### src/rtl/ahb_burst_addr_gen.sv
// AHB burst address tracker for the I-cache read path: follows one burst at a time and
// reports the current beat address, line offset, beat index and normalised transfer type.
module ahb_burst_addr_gen #(
  parameter int ADDR_W     = 32,
  parameter int MAX_SIZE   = 2,
  parameter int LINE_BYTES = 16
) (
  input  logic                          clk,
  input  logic                          rst,
  input  logic [ADDR_W-1:0]             haddr,
  input  logic [1:0]                    htrans,
  input  logic [2:0]                    hburst,
  input  logic [2:0]                    hsize,
  input  logic                          hready,
  output logic [ADDR_W-1:0]             beat_addr,
  output logic [$clog2(LINE_BYTES)-1:0] line_offset,
  output logic [4:0]                    beat_idx,
  output logic [1:0]                    trans_out,
  output logic                          busy,
  output logic                          burst_done,
  output logic                          err
);

  localparam int         OFF_W      = $clog2(LINE_BYTES);
  localparam logic [2:0] MAX_SIZE_L = 3'(MAX_SIZE);
  localparam logic [1:0] TR_IDLE    = 2'd0;
  localparam logic [1:0] TR_BUSY    = 2'd1;
  localparam logic [1:0] TR_NONSEQ  = 2'd2;
  localparam logic [1:0] TR_SEQ     = 2'd3;

  typedef enum logic {S_IDLE, S_ACTIVE} state_t;

  state_t            state_q, state_d;
  logic [ADDR_W-1:0] addr_q, addr_d;
  logic [4:0]        idx_q, idx_d;
  logic [1:0]        trans_q, trans_d;
  logic [2:0]        size_q, size_d;
  logic [4:0]        total_q, total_d;
  logic              wrap_q, wrap_d;
  logic              done_q, done_d;
  logic              err_q, err_d;

  logic [4:0]        burst_total;
  logic              burst_wrap;
  logic [ADDR_W-1:0] step;
  logic [ADDR_W-1:0] incr_addr;
  logic [ADDR_W-1:0] wrap_mask;
  logic [ADDR_W-1:0] wrap_addr;
  logic              crosses_1k;
  logic              final_beat;
  logic              start_req;
  logic              go_idle;

  // Beat count of the incoming burst; zero marks the undefined-length INCR.
  always_comb begin
    burst_total = 5'd0;
    burst_wrap  = 1'b0;
    case (hburst)
      3'd0:    burst_total = 5'd1;
      3'd1:    burst_total = 5'd0;
      3'd2:    begin burst_total = 5'd4;  burst_wrap = 1'b1; end
      3'd3:    burst_total = 5'd4;
      3'd4:    begin burst_total = 5'd8;  burst_wrap = 1'b1; end
      3'd5:    burst_total = 5'd8;
      3'd6:    begin burst_total = 5'd16; burst_wrap = 1'b1; end
      default: burst_total = 5'd16;
    endcase
  end

  // Wrap boundary is total*step, which can be larger than a cache line.
  assign step       = ADDR_W'(1) << size_q;
  assign incr_addr  = addr_q + step;
  assign wrap_mask  = (ADDR_W'(total_q) << size_q) - ADDR_W'(1);
  assign wrap_addr  = (addr_q & ~wrap_mask) | (incr_addr & wrap_mask);
  assign crosses_1k = incr_addr[ADDR_W-1:10] != addr_q[ADDR_W-1:10];
  assign final_beat = (total_q != 5'd0) && (idx_q == total_q);

  always_comb begin
    state_d   = state_q;
    addr_d    = addr_q;
    idx_d     = idx_q;
    trans_d   = trans_q;
    size_d    = size_q;
    total_d   = total_q;
    wrap_d    = wrap_q;
    done_d    = 1'b0;
    err_d     = 1'b0;
    start_req = 1'b0;
    go_idle   = 1'b0;

    if (hready) begin
      case (state_q)
        S_IDLE: start_req = (htrans == TR_NONSEQ);
        S_ACTIVE: begin
          if (final_beat) begin
            done_d    = 1'b1;
            go_idle   = 1'b1;
            start_req = (htrans == TR_NONSEQ);
          end else begin
            case (htrans)
              TR_IDLE:   go_idle   = 1'b1;
              TR_BUSY:   trans_d   = TR_BUSY;
              TR_NONSEQ: start_req = 1'b1;
              default: begin
                if (!wrap_q && crosses_1k) begin
                  err_d   = 1'b1;
                  go_idle = 1'b1;
                end else begin
                  addr_d  = wrap_q ? wrap_addr : incr_addr;
                  idx_d   = (idx_q == 5'd31) ? 5'd31 : idx_q + 5'd1;
                  trans_d = TR_SEQ;
                end
              end
            endcase
          end
        end
        default: go_idle = 1'b1;
      endcase
    end

    if (go_idle) begin
      state_d = S_IDLE;
      idx_d   = 5'd0;
      trans_d = TR_IDLE;
    end

    // A new burst overrides whatever the old one was doing in this cycle.
    if (start_req) begin
      if (hsize > MAX_SIZE_L) begin
        err_d   = 1'b1;
        state_d = S_IDLE;
        idx_d   = 5'd0;
        trans_d = TR_IDLE;
      end else begin
        state_d = S_ACTIVE;
        addr_d  = haddr;
        idx_d   = 5'd1;
        trans_d = TR_NONSEQ;
        size_d  = hsize;
        total_d = burst_total;
        wrap_d  = burst_wrap;
      end
    end
  end

  always_ff @(posedge clk) begin
    if (rst) begin
      state_q <= S_IDLE;
      addr_q  <= '0;
      idx_q   <= 5'd0;
      trans_q <= TR_IDLE;
      size_q  <= 3'd0;
      total_q <= 5'd0;
      wrap_q  <= 1'b0;
      done_q  <= 1'b0;
      err_q   <= 1'b0;
    end else begin
      state_q <= state_d;
      addr_q  <= addr_d;
      idx_q   <= idx_d;
      trans_q <= trans_d;
      size_q  <= size_d;
      total_q <= total_d;
      wrap_q  <= wrap_d;
      done_q  <= done_d;
      err_q   <= err_d;
    end
  end

  assign beat_addr   = addr_q;
  assign line_offset = addr_q[OFF_W-1:0];
  assign beat_idx    = idx_q;
  assign trans_out   = trans_q;
  assign busy        = (state_q == S_ACTIVE);
  assign burst_done  = done_q;
  assign err         = err_q;

endmodule

### config.mk
export PLATFORM = sky130hd
export DESIGN_NAME = ahb_burst_addr_gen
export DESIGN_NICKNAME = d
export VERILOG_FILES = /design/src/rtl/ahb_burst_addr_gen.sv
export SDC_FILE = /design/constraint.sdc
export NUM_CORES = 1
export LEC_CHECK = 0
export ABC_AREA = 1
export BUFFER_PORTS_ARGS = -buffer_cell sky130_fd_sc_hd__buf_4
export CORE_MARGIN = 10
export CORE_UTILIZATION = 60
export DETAILED_ROUTE_END_ITERATION = 6
export PLACE_DENSITY = 0.88
export SLEW_MARGIN = 10
export SYNTH_ARGS = -nofsm -noshare
export SYNTH_HDL_FRONTEND = slang
export SYNTH_SLANG_ARGS = --single-unit
### constraint.sdc
create_clock -name clk -period 6.2 [get_ports clk]
set_input_delay 0.31 -clock clk [delete_from_list [all_inputs] [get_ports clk]]
set_output_delay 0.31 -clock clk [all_outputs]
set_load 0.02 [all_outputs]
Yosys cells after proc, flatten, opt, wreduce, memory -nomap -nowiden
Cells that the tools add are included.
Cells by class
  add/sub/neg operators: 3
  order comparisons: 1
  bitwise logic cells: 7
  shift-type cells: 2
  multiplexer cells: 46
  equality and inequality tests: 16
  reduce and logical (&&, ||, !) cells: 19
Operators by type and width (number)
  $mux 32: 8
  $and 32x32->32: 2
  $mux 5: 8
  $add 32x32->32: 1
  $not 32->32: 1
  $or 32x32->32: 1
  $shl 1x3->32 const A: 1
  $shl 5x3->32: 1
  $sub 32x1->32 const B: 1
  $ne 22x22->1: 1
  $pmux 5 s4: 1
  $mux 1: 19
  $mux 2: 7
  $reduce_and 5->1: 2
  $eq 3x3->1 const B: 3
  $ne 3x1->1 const B: 3
  $reduce_or 3->1: 3
  $reduce_or 2->1: 4
  $eq 3x2->1 const B: 2
  $reduce_bool 3->1: 2
  $add 5x1->5 const B: 1
  $eq 5x5->1: 1
  $eq 5x5->1 const B: 1
  $reduce_bool 5->1: 1
  15 further kinds: 19
Storage, ports and cells
  output and inout port bits: 46
  flip-flop bits (word level): 51

Depth between registers and ports, before layout
Gate-level depths: netlist of run 1.
  word-level depth: 13
  depth in mapped cells: 23

Worst setup path after synthesis of run 1
No wires, ideal clock.
  path kind: register to register
  from: reg size_q[1]
  to: reg addr_q[21], in the netlist beat_addr[21]
  period minus slack after synthesis: 2.499 ns
  arrival time: 2.390 ns
  buffers on the path: 2
  path slack: 3.701 ns
  cell stages (with the launch flop): 22
  cell sequence: dfxtp_1 > buf_6 > inv_6 > nand2_4 > nor2_1 > ha_1 > fa_1 > nand3_1 > nand2_1 > nand2_1 > nand2_1 > nand2_1 > nand2_2 > nand2_4 > nand2_4 > inv_4 > buf_6 > nand3_2 > a21oi_1 > o21ai_1 > nand2_1 > inv_1
Between the ends
  cells in the longest elaborated chain, start to end: 13
Ends and longest elaborated chain
  start, declared: line 37  | logic [2:0] size_q, size_d;
  start signal, assigned: line 162  | size_q <= size_d;
  $shl 5x3->32: line 73  | assign wrap_mask = (ADDR_W'(total_q) << size_q) - ADDR_W'(1);
  $sub 32x1->32: line 73
  $not 32->32: line 74  | assign wrap_addr = (addr_q & ~wrap_mask) | (incr_addr & wrap_mask);
  $and 32x32->32: line 74
  $or 32x32->32: line 74
  $mux 32: line 109  | addr_d = wrap_q ? wrap_addr : incr_addr;
  $mux 32 *: line 105  | if (!wrap_q && crosses_1k) begin
  $mux 32 *: line 100  | case (htrans)
  $mux 32 *: line 95  | if (final_beat) begin
  $mux 32 *: line 92  | case (state_q)
  $mux 32 *: line 91  | if (hready) begin
  $mux 32: line 129  | if (hsize > MAX_SIZE_L) begin
  $mux 32 *: line 128  | if (start_req) begin
  end signal, assigned: line 159  | addr_q <= addr_d;
  end, declared: line 34  | logic [ADDR_W-1:0] addr_q, addr_d;
Mark *: on every way between the ends. The rest lies on a longest branch, timed or not.
A chain may end at the register's enable or synchronous reset.

Worst setup path in the final report of run 1
  from: reg size_q[0]
  to: reg addr_q[13], in the netlist beat_addr[13]
The elaborated chain is that of the path after synthesis.

==> results_dict.tcl, run 1 <==
set metrics [dict create \
    clock_skew_ns 0.00921 \
    crit_required_ns 6.46 \
    cp_top_family "simple AND/OR/NAND/NOR gates" \
    grt_pass1_vias 4475 \
    synthCells 680 \
    fmax_mhz 321 \
    ys_seq_area_share_pct 23.8 \
    cts-resized-gates 0 \
    clock_latency_ns 0.32 \
    p_total_w 0.000698 \
    cts_buffers 5 \
    syn_area_sq_um 4200 \
    grt_remaining_overflow 0 \
    setup_viol 0 \
    antenna_cells 0 \
    antenna_left 0 \
    slowest_delay_ns 0.62 \
    cts-htree-levels 2 \
    numPortBuffers 88 \
    dr.pass1.iters 6 \
    hold_class "input port to register" \
    drtIter0Drc 421 \
    grt_max_degree 42 \
    wirelength_mm 12.9 \
    finalSetupTns_ns 0 \
    async_flop_share_pct 0 \
    cts_tree "yes" \
    p_leak_nw 2.49 \
    path_clk_slew_ns 0.10 \
    die_height_microns 104 \
    p_per_area_nw_per_um2 141 \
    period_share_pct 50.2 \
    crit_cells 14 \
    path_buf_inv 2 \
    report.final.slew_viol_count 0 \
    synth_commonest_cells "nand2_1, inv_1, nor2_1, nand3_1, dfxtp_1" \
    hold_depth 2 \
    dp_hpwl_mm 10.3 \
    hold_buffers 0 \
    cts.sinks 50 \
    start_kind "register" \
    avgSynthCellArea_sq_um 6.18 \
    fin_nets 809 \
    yosysMostFrequentCell "nand2_1" \
    grt_setup_unrepaired "no" \
    fin_crit_ns 3.11 \
    yosys_warnings 0 \
    die_area_sq_um 10800 \
    drt-wirelength-per-cell_microns 15.2 \
    relSlewSlack_pct 35.0 \
    hold_viol 0 \
    rows 30 \
    post_cts_buffers 0 \
    drive_gt1_share_pct 21.3 \
    crit_top_cell "nor2_1" \
    ioPinCount 89 \
    start_util_pct 61.9 \
    critPathSlowestCell "dfxtp_1" \
    drv_cap 0 \
    critical_path.max_fanout 10 \
    synth.top_cell.area_share_pct 23.8 \
    tightest_slew_ns 0.975 \
    nFillCells 600 \
    ys_types 48 \
    netlist_top_cells_area "dfxtp_1, nand2_1, nand3_1, inv_1, nor2_1" \
    die_x_microns 104 \
    grt_pass1_wl_mm 21.6 \
    ir_drop_v 0.000117 \
    dominantRegCellSynth "dfxtp_1" \
    viasPerCell 5.56 \
    core_sq_um 6790 \
    antenna_found_initial 0 \
    status "finished, final reports clean" \
    cp.arrival_ns 3.38 \
    cts_root_buf "clkbuf_8" \
    r2r_cells 14 \
    yosys.area.top_type "dfxtp_1" \
    cp-end-kind "register" \
    track_usage_pct 23.4 \
    synth-seq-cells 50 \
    synthesis.nets 735 \
    area_growth_pct 17.6 \
    clockBufferDepth 2 \
    synth_edf_count 0 \
    gp_congestion 0.994 \
    critPathKind "register to register" \
    path_cells "inv_8, nand2_1, nor2_1, ha_1, a21oi_1, nand2_1, a31oi_1, nor2_1, nor2_1, nor2_1, nand2_1, xor2_1, o21ai_1, inv_1" \
    route.detailed.drc 0 \
    dr_total_vias 4733 \
]
[path summary, 6_finish.rpt]
check                                   from            end  slack, ns
worst max-delay path               size_q[0]  beat_addr[13]       3.09
worst min-delay path               hburst[0]     total_q[0]       0.19
worst max register to register     size_q[0]  beat_addr[13]       3.09
worst min register to register  trans_out[0]   trans_out[0]       0.50
[worst register-to-register path: stages (launching register included)]
cell and delay (ns):
dfxtp_1 0.62, inv_8 0.09, nand2_1 0.13, nor2_1 0.06, ha_1 0.35, a21oi_1 0.26
nand2_1 0.16, a31oi_1 0.35, nor2_1 0.07, nor2_1 0.30, nor2_1 0.16, nand2_1 0.14
xor2_1 0.21, o21ai_1 0.11, inv_1 0.06
[report_power, final]
group / switching [W] / internal (W) / total [W] / leakage, nW
Sequential: 0.0000169 / 0.000333 / 0.000350 / 0.406
Clock: 0.000120 / 0.0000901 / 0.000210 / 0.0472
Combinational: 0.0000795 / 0.0000580 / 0.000138 / 2.04
Total: 0.000217 / 0.000481 / 0.000698 / 2.49
[placed cells by master, fill, tap and decap left out, types with 2 or more instances in the layout]
cell / synthesis / routed
nand3_2: 9 / 9
o32ai_1: 2 / 2
clkbuf_8: 0 / 6
inv_2: 11 / 11
nand2_1: 191 / 191
buf_4: 6 / 88
dfxtp_1: 50 / 50
a31oi_1: 6 / 6
nand2_4: 4 / 4
xor2_1: 9 / 9
nand3b_1: 4 / 4
o211ai_1: 7 / 7
o21ai_1: 17 / 17
nor2_4: 4 / 4
ha_1: 11 / 11
a21oi_2: 3 / 3
xnor2_1: 3 / 3
inv_6: 2 / 2
a21oi_1: 18 / 18
nand2_2: 12 / 12
o21bai_1: 3 / 3
nor3_1: 13 / 13
nor4_1: 4 / 4
o21ai_4: 2 / 2
nand3_1: 62 / 62
nor2_2: 8 / 8
nand3_4: 2 / 2
nor2_1: 70 / 70
nand4_1: 15 / 15
o21ai_0: 23 / 23
inv_1: 80 / 80
[cells by family after synthesis]
kind of cell	Yosys count	share of synthesized area, %
and+or+nand+nor	401	44.6
buffers and inverters	117	12.3
AOI/OAI and AO/OA	88	13.1
DFF	50	23.8
xor gates and xnor gates	12	2.50
adders and majority gates	12	3.75
[sequential cells by signal, indices dropped and copies added, names as in the netlist]
name and cells:
trans_out 2, size_q 3, beat_addr 32, err 1
wrap_q 1, total_q 4, busy 1, burst_done 1
beat_idx 5
[metal layers]
layer | wire, microns | track usage (%) | vias to the layer above
met1 | 5440 | 30.2 | 2137
li1 | - | - | 2344
met4 | 212 | 5.47 | 0
met5 | 0 | 0 | -
met2 | 6010 | 38.3 | 226
met3 | 1250 | 5.27 | 26
[layout make-up]
| type | count | area (sq um) | area share, % |
|---|---|---|---|
| clock buffers | 6 | 82.6 | 1.67 |
| clock inverters | 2 | 12.5 | 0.253 |
| inverters | 96 | 380 | 7.69 |
| multi-input cells | 513 | 2690 | 54.4 |
| flip-flops and latches | 50 | 1000 | 20.2 |
| well taps | 96 | 120 | 2.43 |
| repair buffers | 88 | 661 | 13.4 |
[metrics by stage]
step / setup slack [ns] / area [sq um] / instances / hold slack (ns) / util, %
finish: 3.09 / 4940 / 851 / 0.191 / 72.8
global route: 2.79 / 4940 / 851 / 0.179 / 72.8
CTS: 3.16 / 4940 / 851 / 0.193 / 72.8
detailed placement: 3.17 / 4850 / 843 / 0.468 / 71.4
global placement: 3.33 / 4850 / 843 / 0.471 / 71.4
floorplan: 3.70 / 4200 / 680 / 0.379 / -
No activity file was read; power rests on OpenSTA's default activity.
==> run 2, diff against run 1 <==
CORE_UTILIZATION = 51   (was 60)
PLACE_DENSITY = 0.79   (was 0.88)
clock period = 2.8 ns   (was 6.2 ns; I/O delays follow)
==> run 2 against run 1 <==
Sequential share of layout area down 0.94 points. Total power is 120% higher. Die area is 14% higher. Clock power is 120% higher. Largest cell class unchanged. Largest power group unchanged.
==> results_dict.tcl, run 2 (same netlist as run 1, synthesis figures left out) <==
set metrics [dict create \
    status "finished, final reports clean" \
    largest_reg_flops 32 \
    place_ws_ns 0.0331 \
    hold_buffers 0 \
    grt_remaining_overflow 0 \
    cts_tree "yes" \
    die_area_sq_um 12300 \
    drtIter0Drc 409 \
    track_usage_pct 21.0 \
    drive_gt1_share_pct 26.5 \
    cts-htree-levels 2 \
    route.detailed.drc 0 \
    critPathKind "register to register" \
    dr_total_vias 4811 \
    path_clk_slew_ns 0.11 \
    gp_congestion 0.992 \
    relSlewSlack_pct 46.2 \
    core_sq_um 8130 \
    die_x_microns 111 \
    start_kind "register" \
    wirelength_mm 13.8 \
    hold_viol 0 \
    p_total_w 0.00156 \
    fin_nets 830 \
    finalWorstSetupSlack_ns 0.197 \
    drv_cap 0 \
    dr.pass1.iters 5 \
    ir_drop_v 0.000278 \
    cts_buffers 5 \
    antenna_left 0 \
    cts.sinks 50 \
    nFillCells 770 \
    clock_skew_ns 0.00897 \
    grt_max_degree 41 \
    viasPerCell 5.46 \
    area_growth_pct 24.8 \
    clock_latency_ns 0.32 \
    start_util_pct 51.7 \
    drt-wirelength-per-cell_microns 15.6 \
    die_height_microns 111 \
    cp-end-kind "register" \
    p_leak_nw 2.58 \
    antenna_found_initial 0 \
    crit_required_ns 3.02 \
    rows 33 \
    hold_class "input port to register" \
    ioPinCount 89 \
    fin_util_pct 64.5 \
    period_share_pct 93.0 \
    fin_crit_ns 2.60 \
    setup_viol 0 \
    critical_path.max_fanout 8 \
    fmax_mhz 384 \
    tightest_slew_ns 0.807 \
    cp.arrival_ns 2.82 \
    grt_pass1_vias 4574 \
    clockBufferDepth 2 \
    cts_root_buf "clkbuf_8" \
    numPortBuffers 88 \
    p_per_area_nw_per_um2 297 \
    final_common_cell "nand2_1" \
    grt_pass1_wl_mm 22.3 \
    final_cell_mix "nand2_1, buf_4, inv_1" \
    report.final.slew_viol_count 0 \
    dp_hpwl_mm 10.7 \
    antenna_cells 0 \
]
==> run 2: cell count changes in the layout (fill, tap and decap cells not counted), sizes merged <==
cell	previous run	this run
buf	88	109
inv	95	96
clkbuf	6	5
==> run 2: metrics by stage <==
stage	setup TNS, ns	hold WS [ns]	cells	instance area, sq um
2_1_floorplan	0	0.209	680	4200
3_3_place_gp	0	0.345	865	4960
3_5_place_dp	0	0.361	865	4960
4_1_cts	0	0.0226	873	5050
5_1_grt	-0.0735	0.0155	881	5250
6_report	0	0.0289	881	5250
==> run 2: critical path: stages (launching register included) <==
cell	delay (ns)
dfxtp_4	0.38
buf_6	0.13
nand2_1	0.09
nor2_2	0.18
ha_4	0.24
a21oi_2	0.18
nand2_1	0.07
nand2_1	0.05
nand2_1	0.06
nor2_2	0.15
nand2_2	0.08
nand2_4	0.12
nand2_2	0.11
nor2_4	0.16
nand3_1	0.14
nand2_1	0.08
nand2_1	0.05
o21ai_1	0.15
inv_1	0.06
==> run 2: path summary, 6_finish.rpt <==
path / start / end / slack (ns) / depth (start not counted)
min: hburst[0] / total_q[0] / 0.03 / 2
max: size_q[1] / beat_addr[25] / 0.20 / 18
max reg2reg: size_q[1] / beat_addr[25] / 0.20 / 18
min reg2reg: trans_out[0] / trans_out[0] / 0.51 / 2
==> run 2: what timing repair did <==
action / 4_1_cts / 5_1_grt
resized for setup: 0 / 34
hold endpoints to repair: 0 / 0
setup endpoints to repair: 0 / 37
setup buffers: 0 / 8
==> run 2: power by group <==
| group | switching, W | total, W | internal, W |
|---|---|---|---|
| registers | 0.0000378 | 0.000773 | 0.000735 |
| clock network | 0.000283 | 0.000465 | 0.000181 |
| logic | 0.000180 | 0.000319 | 0.000138 |
==> run 2: final cells by class <==
class	instances	area, sq um	area share (%)
clock buffers	5	68.8	1.31
clock inverters	3	25.0	0.477
inverters	96	385	7.35
multi-input cells	513	2800	53.3
flip-flops and latches	50	1010	19.3
well taps	105	131	2.50
repair buffers	109	826	15.7
==> run 2: layer usage <==
metal	share of wire (%)	global-route usage (%)	vias to the layer above
met4	1.6	5.03	0
li1	-	-	2384
met5	0	0	-
met3	7.5	5.25	19
met2	48	34.9	199
met1	43	26.5	2209
